`src/rtl/serial_sub_nbit_pkg.sv`:
```
// Shared types and helpers for the bit-serial subtractor.
// Optional feature macro used by the block: SERIAL_SUB_OVF_EN.
package serial_sub_pkg;

   typedef enum logic [1:0] {
      IDLE = 2'd0,
      BUSY = 2'd1,
      DONE = 2'd2
   } state_t;

   // Counter width able to hold 0..n-1, never narrower than one bit.
   function automatic int clog2_min1(input int n);
      return (n <= 2) ? 1 : $clog2(n);
   endfunction

endpackage

```
`src/rtl/serial_sub_nbit_if.sv`:
```
// Handshake and operand/result bundle for serial_sub_nbit.
// SERIAL_SUB_OVF_EN adds the ovf result signal.
interface serial_sub_nbit_if #(parameter int n = 4);

   logic         in_valid;
   logic         in_ready;
   logic [n-1:0] x;
   logic [n-1:0] y;
   logic         bin;
   logic         out_valid;
   logic         out_ready;
   logic [n-1:0] diff;
   logic         bout;
`ifdef SERIAL_SUB_OVF_EN
   logic         ovf;
`endif

   modport master (
      output in_valid, x, y, bin, out_ready,
      input  in_ready, out_valid, diff, bout
`ifdef SERIAL_SUB_OVF_EN
      , input ovf
`endif
   );

   modport slave (
      input  in_valid, x, y, bin, out_ready,
      output in_ready, out_valid, diff, bout
`ifdef SERIAL_SUB_OVF_EN
      , output ovf
`endif
   );

endinterface

```
`src/rtl/serial_sub_nbit_sub_bit_cell.sv`:
```
// Combinational 1-bit full subtractor: d = x - y - bin, bout = borrow out.
module sub_bit_cell (
   input  logic x,
   input  logic y,
   input  logic bin,
   output logic d,
   output logic bout
);

   assign d    = x ^ y ^ bin;
   assign bout = (~x & y) | (~(x ^ y) & bin);

endmodule

```
`src/rtl/serial_sub_nbit.sv`:
```
// Bit-serial n-bit subtractor, LSB first, one sub_bit_cell plus a borrow flop.
// Optional: define SERIAL_SUB_OVF_EN to add the two's-complement ovf output.
module serial_sub_nbit
   import serial_sub_pkg::*;
#(
   parameter int n = 4
) (
   input logic             clk,
   input logic             rst_n,
   serial_sub_nbit_if.slave bus
);

   localparam int             CW   = clog2_min1(n);
   localparam logic [CW-1:0] LAST = CW'(n - 1);

   state_t         r_state;
   state_t         w_state_nxt;
   logic [n-1:0]   r_x;
   logic [n-1:0]   r_y;
   logic [n-1:0]   r_diff;
   logic [CW-1:0]  r_cnt;
   logic           r_borrow;
   logic           w_d;
   logic           w_b;
   logic           w_accept;
   logic           w_busy;
   logic           w_last;
   logic           w_in_ready;
   logic           w_out_valid;

   assign w_accept = (r_state == IDLE) && bus.in_valid;
   assign w_busy   = (r_state == BUSY);
   assign w_last   = w_busy && (r_cnt == LAST);

   sub_bit_cell u_cell (
      .x    (r_x[0]),
      .y    (r_y[0]),
      .bin  (r_borrow),
      .d    (w_d),
      .bout (w_b)
   );

   // State register
   always_ff @(posedge clk or negedge rst_n) begin
      if (!rst_n) r_state <= IDLE;
      else        r_state <= w_state_nxt;
   end

   // Next-state decode and handshake outputs
   always_comb begin
      w_state_nxt = r_state;
      w_in_ready  = 1'b0;
      w_out_valid = 1'b0;
      case (r_state)
         IDLE: begin
            w_in_ready = 1'b1;
            if (bus.in_valid) w_state_nxt = BUSY;
         end
         BUSY: begin
            if (w_last) w_state_nxt = DONE;
         end
         DONE: begin
            w_out_valid = 1'b1;
            if (bus.out_ready) w_state_nxt = IDLE;
         end
         default: w_state_nxt = IDLE;
      endcase
   end

   // Operand shift registers: loaded on accept, shifted right each BUSY cycle
   always_ff @(posedge clk) begin
      if (w_accept) begin
         r_x <= bus.x;
         r_y <= bus.y;
      end else if (w_busy) begin
         r_x <= r_x >> 1;
         r_y <= r_y >> 1;
      end
   end

   // Bit counter, borrow flop and difference shift register (result enters at the MSB)
   always_ff @(posedge clk or negedge rst_n) begin
      if (!rst_n) begin
         r_cnt    <= '0;
         r_borrow <= 1'b0;
         r_diff   <= '0;
      end else if (w_accept) begin
         r_cnt    <= '0;
         r_borrow <= bus.bin;
      end else if (w_busy) begin
         r_borrow <= w_b;
         r_diff   <= n'({w_d, r_diff} >> 1);
         r_cnt    <= w_last ? '0 : r_cnt + 1'b1;
      end
   end

`ifdef SERIAL_SUB_OVF_EN
   logic r_xs;
   logic r_ys;
   logic r_ovf;

   // Sign bits captured on accept; overflow latched as the final (sign) bit is produced
   always_ff @(posedge clk or negedge rst_n) begin
      if (!rst_n) begin
         r_xs  <= 1'b0;
         r_ys  <= 1'b0;
         r_ovf <= 1'b0;
      end else if (w_accept) begin
         r_xs <= bus.x[n-1];
         r_ys <= bus.y[n-1];
      end else if (w_last) begin
         r_ovf <= (r_xs != r_ys) && (w_d != r_xs);
      end
   end

   assign bus.ovf = r_ovf;
`endif

   assign bus.in_ready  = w_in_ready;
   assign bus.out_valid = w_out_valid;
   assign bus.diff      = r_diff;
   assign bus.bout      = r_borrow;

endmodule

```
`src/flat_wrapper.sv`:
```
// flat-port wrapper written by rule: the top's interface ports become plain ports
module serial_sub_nbit_flat import serial_sub_pkg::*;
#(
   parameter int n = 4
)
  (clk, rst_n, bus_in_valid, bus_x, bus_y, bus_bin, bus_out_ready, bus_in_ready, bus_out_valid, bus_diff, bus_bout);
  serial_sub_nbit_if #(.n(n)) bus_i ();
  input logic clk;
  input logic rst_n;
  input wire logic [$bits(bus_i.in_valid)-1:0] bus_in_valid;
  input wire logic [$bits(bus_i.x)-1:0] bus_x;
  input wire logic [$bits(bus_i.y)-1:0] bus_y;
  input wire logic [$bits(bus_i.bin)-1:0] bus_bin;
  input wire logic [$bits(bus_i.out_ready)-1:0] bus_out_ready;
  output wire logic [$bits(bus_i.in_ready)-1:0] bus_in_ready;
  output wire logic [$bits(bus_i.out_valid)-1:0] bus_out_valid;
  output wire logic [$bits(bus_i.diff)-1:0] bus_diff;
  output wire logic [$bits(bus_i.bout)-1:0] bus_bout;
  assign bus_i.in_valid = bus_in_valid;
  assign bus_i.x = bus_x;
  assign bus_i.y = bus_y;
  assign bus_i.bin = bus_bin;
  assign bus_i.out_ready = bus_out_ready;
  assign bus_in_ready = bus_i.in_ready;
  assign bus_out_valid = bus_i.out_valid;
  assign bus_diff = bus_i.diff;
  assign bus_bout = bus_i.bout;
  serial_sub_nbit #(.n(n)) u_core (.clk(clk), .rst_n(rst_n), .bus(bus_i));
endmodule
```
`config.mk`:
```
export PLATFORM = sky130hd
export DESIGN_NAME = serial_sub_nbit_flat
export DESIGN_NICKNAME = d
export VERILOG_FILES = /design/src/rtl/serial_sub_nbit_pkg.sv /design/src/rtl/serial_sub_nbit_if.sv /design/src/rtl/serial_sub_nbit_sub_bit_cell.sv /design/src/rtl/serial_sub_nbit.sv /design/src/flat_wrapper.sv
export SDC_FILE = /design/constraint.sdc
export NUM_CORES = 1
export LEC_CHECK = 0
export ABC_AREA = 1
export CORE_MARGIN = 2
export CORE_UTILIZATION = 45
export CTS_CLUSTER_DIAMETER = 80
export DETAILED_ROUTE_END_ITERATION = 10
export PLACE_DENSITY = 0.76
export SYNTH_ARGS = -nofsm -noshare
export SYNTH_HDL_FRONTEND = slang
export SYNTH_SLANG_ARGS = --single-unit
export TNS_END_PERCENT = 30
```
`constraint.sdc`:
```
create_clock -name clk -period 3.1 [get_ports clk]
set_clock_uncertainty 0.15 [all_clocks]
set_input_delay 0.62 -clock clk [delete_from_list [all_inputs] [get_ports clk]]
set_output_delay 0.62 -clock clk [all_outputs]
set_load 0.05 [all_outputs]
```
==> After elaboration in Yosys (flattened, before gate mapping) <==
Index checks and enable logic that the tools add are counted.
{ "word_totals": {"regBits": 17, "inputBits": 13, "out_inout_bits": 7, "word_cells": 42} }
{ "classes": {"add_sub_neg": 1, "n_eq_ne": 6, "n_mux": 15, "bitwise_logic": 8, "reduce_logical": 6} }
{ "ops": {"columns": ["operator", "count"], "rows": [
  ["4-bit two-way mux", 4],
  ["2-bit two-way mux", 6],
  ["2-bit != test (second input constant)", 3],
  ["2-bit case mux with 3 select lines", 1],
  ["2-bit == test (second input constant)", 2],
  ["1-bit two-way mux", 4],
  ["1-bit inverter", 3],
  ["3-bit AND reduction", 1],
  ["2-bit by 1-bit adder with 2-bit output (second input constant)", 1],
  ["1-bit AND", 2],
  ["2-bit by 1-bit == test with 1-bit output (second input constant)", 1],
  ["1-bit logical AND", 2],
  ["2-bit zero test", 1],
  ["2-bit AND reduction", 1],
  ["2-bit nonzero test", 1],
  ["1-bit XOR", 2],
  ["1-bit bitwise OR", 1]
]} }

==> Longest topological paths before layout <==
{ "depth": {"ltp_word": 6, "mapped_depth": 5, "depth_no_buf": 5} }

==> By module <==
From an unflattened synthesis, not the netlist that was laid out.
{ "hier_totals": {"cells_unflattened": 80, "hier_area_um2": 770.7} }
{ "by_module_without_submodules": {"columns": ["module", "instances", "cells_each", "area_each_um2", "seq_area_each_um2"], "rows": [
  ["serial_sub_nbit", 1, 76, 739.5, 465.4],
  ["sub_bit_cell", 1, 4, 31.3, 0.0]
]} }

==> Worst setup path after synthesis <==
No wires, ideal clock.
{ "synth_timing": {"path_type": "reg-to-output", "from": "register u_core.r_state[0]", "to": "output port bus_out_valid", "t_arrival_ns": 0.854, "required_time_ns": 2.330, "slack_ns": 1.476, "stages_incl_launch_ff": 4, "n_path_buf": 0, "path_cell_list": "dfrtp_1 > inv_1 > nand2_1 > inv_1"} }
{ "synth_between": {"elab_chain_cells": 2} }
{ "synth_lines": {"columns": ["element", "line_no", "rtl"], "rows": [
  ["start: declaration", "serial_sub_nbit.sv:16", "state_t r_state;"],
  ["start signal: assignment", "serial_sub_nbit.sv:46", "else r_state <= w_state_nxt;"],
  ["2-bit == test", "serial_sub_nbit.sv:54", "case (r_state)"],
  ["1-bit two-way mux", "serial_sub_nbit.sv:54", null],
  ["end: declaration", "flat_wrapper.sv:16", "output wire logic [$bits(bus_i.out_valid)-1:0] bus_out_valid;"]
]} }
No other way between the ends.

==> Worst setup path in the final report <==
{ "layout_timing": {"from": "register u_core.r_state[0]", "to": "output port bus_in_ready"} }
{ "layout_between": {"elab_chain_cells": 2} }
{ "layout_lines": {"columns": ["element", "line_no", "rtl"], "rows": [
  ["2-bit zero test", "serial_sub_nbit.sv:54", null],
  ["1-bit two-way mux", "serial_sub_nbit.sv:54", null],
  ["end: declaration", "flat_wrapper.sv:15", "output wire logic [$bits(bus_i.in_ready)-1:0] bus_in_ready;"]
]} }
No other way between the ends.

==> out/qor.csv <==
metric,value,unit
hold_viol_final,0,
netlist_area,766,um^2
synth_top_family_by_area,simple AND/OR/NAND/NOR gates,
status,"finished, final reports clean",
crit_type,flip-flop to output port,
io_buffers,19,
vias,586,
fin_total_pwr,1.08,mW
yosysTopAreaCellShare,31.4,%
cts_buffer_depth,2,
peakVddDrop,0.000453,V
cts_hold_buf,0,
antenna_found_initial,0,
synthSimpleGateAreaFrac,24.5,%
crit_required,2330,ps
fill_cells,137,
drtIter0Drc,12,
core_area,1560,um^2
synth_cells,80,
fmax,377,MHz
area_delta_synth_final,30.2,%
n_antenna_cell,0,
drc_errors,0,
internal_power,600,uW
finalNetCount,118,
yosysWarnings,0,
synth_edf_count,8,
clock_latency,290,ps
synth-main-ff-cell,dfrtp_1,
yosysMostFrequentCell,nand2_1,
yosysSeqAreaShare,60.8,%
crit_fanout,9,
max_slew.worst_pin.slew,497,ps
cap_violations,0,
crit_path_end_kind,output port,
wl,1.33,mm
antenna_left,0,
dieArea,2050,um^2
use_met1,20.0,%
fin_tns_setup,0,ps
async_flop_share,52.9,%
rows,14,
p_leak,0.483,nW
cts_tree,yes,
relSlewSlack,66.8,%
io_pins,20,
dp.final_hpwl,993,um
synth_compound_area_share,3.43,%
vias_per_cell,4.97,
ys_ff_latch,17,
grt_max_degree,10,
synthTopCellsByCount,"28 x nand2_1, 12 x inv_1, 9 x dfrtp_1",
power_frac_seq,40.4,%
grt_overflow,0,
htree_levels,1,
fin_cells,118,
die_w,45.3,um
grt.busiest_layer,met2,
die_h,45.3,um
met3_usage,4.00,%
routabilityCongestion,0.704,
start_kind,flip-flop,
synth_fp_nets,95,
dp_cells,114,
grt_pass1_wl,2.28,mm
start_util,49.1,%
muxShareOfSynthArea,0,%
rsz0062_at_grt,false,
p_switching,477,uW
min_period_over_period,85.6,%
postCtsSetupRepairBufs,0,
p_per_area,1080,nW/um^2
ys_top_cells_by_area,"edfxtp_1 31%, dfrtp_1 29%, nand2_1 14%",
synthXorXnorAreaFrac,0,%
synth_largest_area_cell,edfxtp_1,
avgSynthCellArea,9.57,um^2
cts-resized-gates,0,
cts_sinks,17,
maxSlewViolCount,0,
drive_gt1_share,6.86,%
clockPowerShare,11.1,%
use_met2,24.9,%
first_pass_iters,4,
grt_pass1_vias,571,
ys_types,17,
synthAdderAreaFrac,4.25,%
critical_path_arrival,1880,ps
setup-violations-final,0,
reg2reg_slack,1680,ps
cts_inserted_buffers,3,
min_path_type,flip-flop to flip-flop,
wl_per_cell,11.3,um
swShare,44.3,%
combinationalPowerShare,48.5,%
grt_use_total,16.1,%
path_clk_slew,100,ps
cts-root-buf,clkbuf_4,
post-route-min-period,2650,ps
critical path, stage by stage (launching register included):
cell and delay [ps]:
dfrtp_1 460, nor2_4 270, clkdlybuf4s50_1 860
stage by stage:
step / worst slack (ps) / hold WS, ps / cell area (um^2) / util [%]
global placement: 817 / 312 / 971 / 62.3
finish: 445 / 340 / 997 / 64.0
floorplan: 1480 / 174 / 766 / -
CTS: 437 / 344 / 997 / 64.0
detailed placement: 780 / 319 / 971 / 62.3
global route: 386 / 381 / 997 / 64.0
routing by layer:
metal / vias up / routed length [um] / part of all wire [%]
met4: 0 / 40 / 3.0
li1: 296 / - / -
met5: - / 0 / 0
met2: 18 / 602 / 45
met1: 267 / 625 / 47
met3: 5 / 63 / 4.7
layout by cell type (no fill, tap or decap):
| master | synthesis | final |
|---|---|---|
| clkbuf_1 | 0 | 1 |
| clkbuf_4 | 0 | 3 |
| clkdlybuf4s50_1 | 0 | 19 |
| dfrtp_1 | 9 | 9 |
| edfxtp_1 | 8 | 8 |
| fa_1 | 1 | 1 |
| ha_1 | 1 | 1 |
| inv_1 | 12 | 12 |
| inv_2 | 1 | 1 |
| nand2_1 | 28 | 28 |
| nand2_2 | 1 | 1 |
| nand2_4 | 1 | 1 |
| nand3_1 | 8 | 8 |
| nand4_1 | 1 | 1 |
| nor2_1 | 2 | 2 |
| nor2_4 | 1 | 1 |
| o21ai_0 | 2 | 2 |
| o21ai_1 | 2 | 2 |
| o22ai_1 | 1 | 1 |
final cells by class:
type / count / area, um^2 / share of cell area (%)
multi-input cells: 49 / 246 / 24.7
well taps: 16 / 20.0 / 2.01
flip-flops and latches: 17 / 465 / 46.7
inverters: 13 / 48.8 / 4.89
clock buffers: 4 / 26.3 / 2.63
repair buffers: 19 / 190 / 19.1
logic make-up after synthesis:
logic type | count (synthesis)
flip-flops | 17
AND/OR/NAND/NOR | 42
buffers and inverters | 14
adder cells (fa/ha/maj) | 2
AO/OA/AOI/OAI | 5
worst paths after layout:
kind	depth (start not counted)	endpoint	start
max in group asynchronous	1	u_core.bus.diff[3]$_DFFE_PN0P_	rst_n
max	2	bus_in_ready	u_core.r_state[0]$_DFFE_PN0P_
min	2	u_core.bus.diff[0]$_DFFE_PN0P_	u_core.bus.diff[0]$_DFFE_PN0P_
min reg2reg	2	u_core.bus.diff[0]$_DFFE_PN0P_	u_core.bus.diff[0]$_DFFE_PN0P_
min in group asynchronous	1	u_core.bus.diff[2]$_DFFE_PN0P_	rst_n
max reg2reg	3	u_core.r_y[1]$_DFFE_PP_	u_core.r_state[1]$_DFFE_PN0P_
flip-flops by register name, indices dropped and copies added (netlist names):
name and count:
u_core.r_y 4, u_core.r_cnt 2, u_core.r_state 2, u_core.bus.diff 4, u_core.bus.bout 1, u_core.r_x 4
power by group through the flow:
stage | logic (mW) | registers, mW | clock network [mW]
after floorplan | 0.272 | 0.533 | 0
after global placement | 0.514 | 0.435 | 0
after detailed placement | 0.527 | 0.441 | 0
after CTS | 0.529 | 0.437 | 0.123
after global routing | 0.584 | 0.449 | 0.132
final | 0.522 | 0.435 | 0.120
Power figures use the tool's default switching activity.
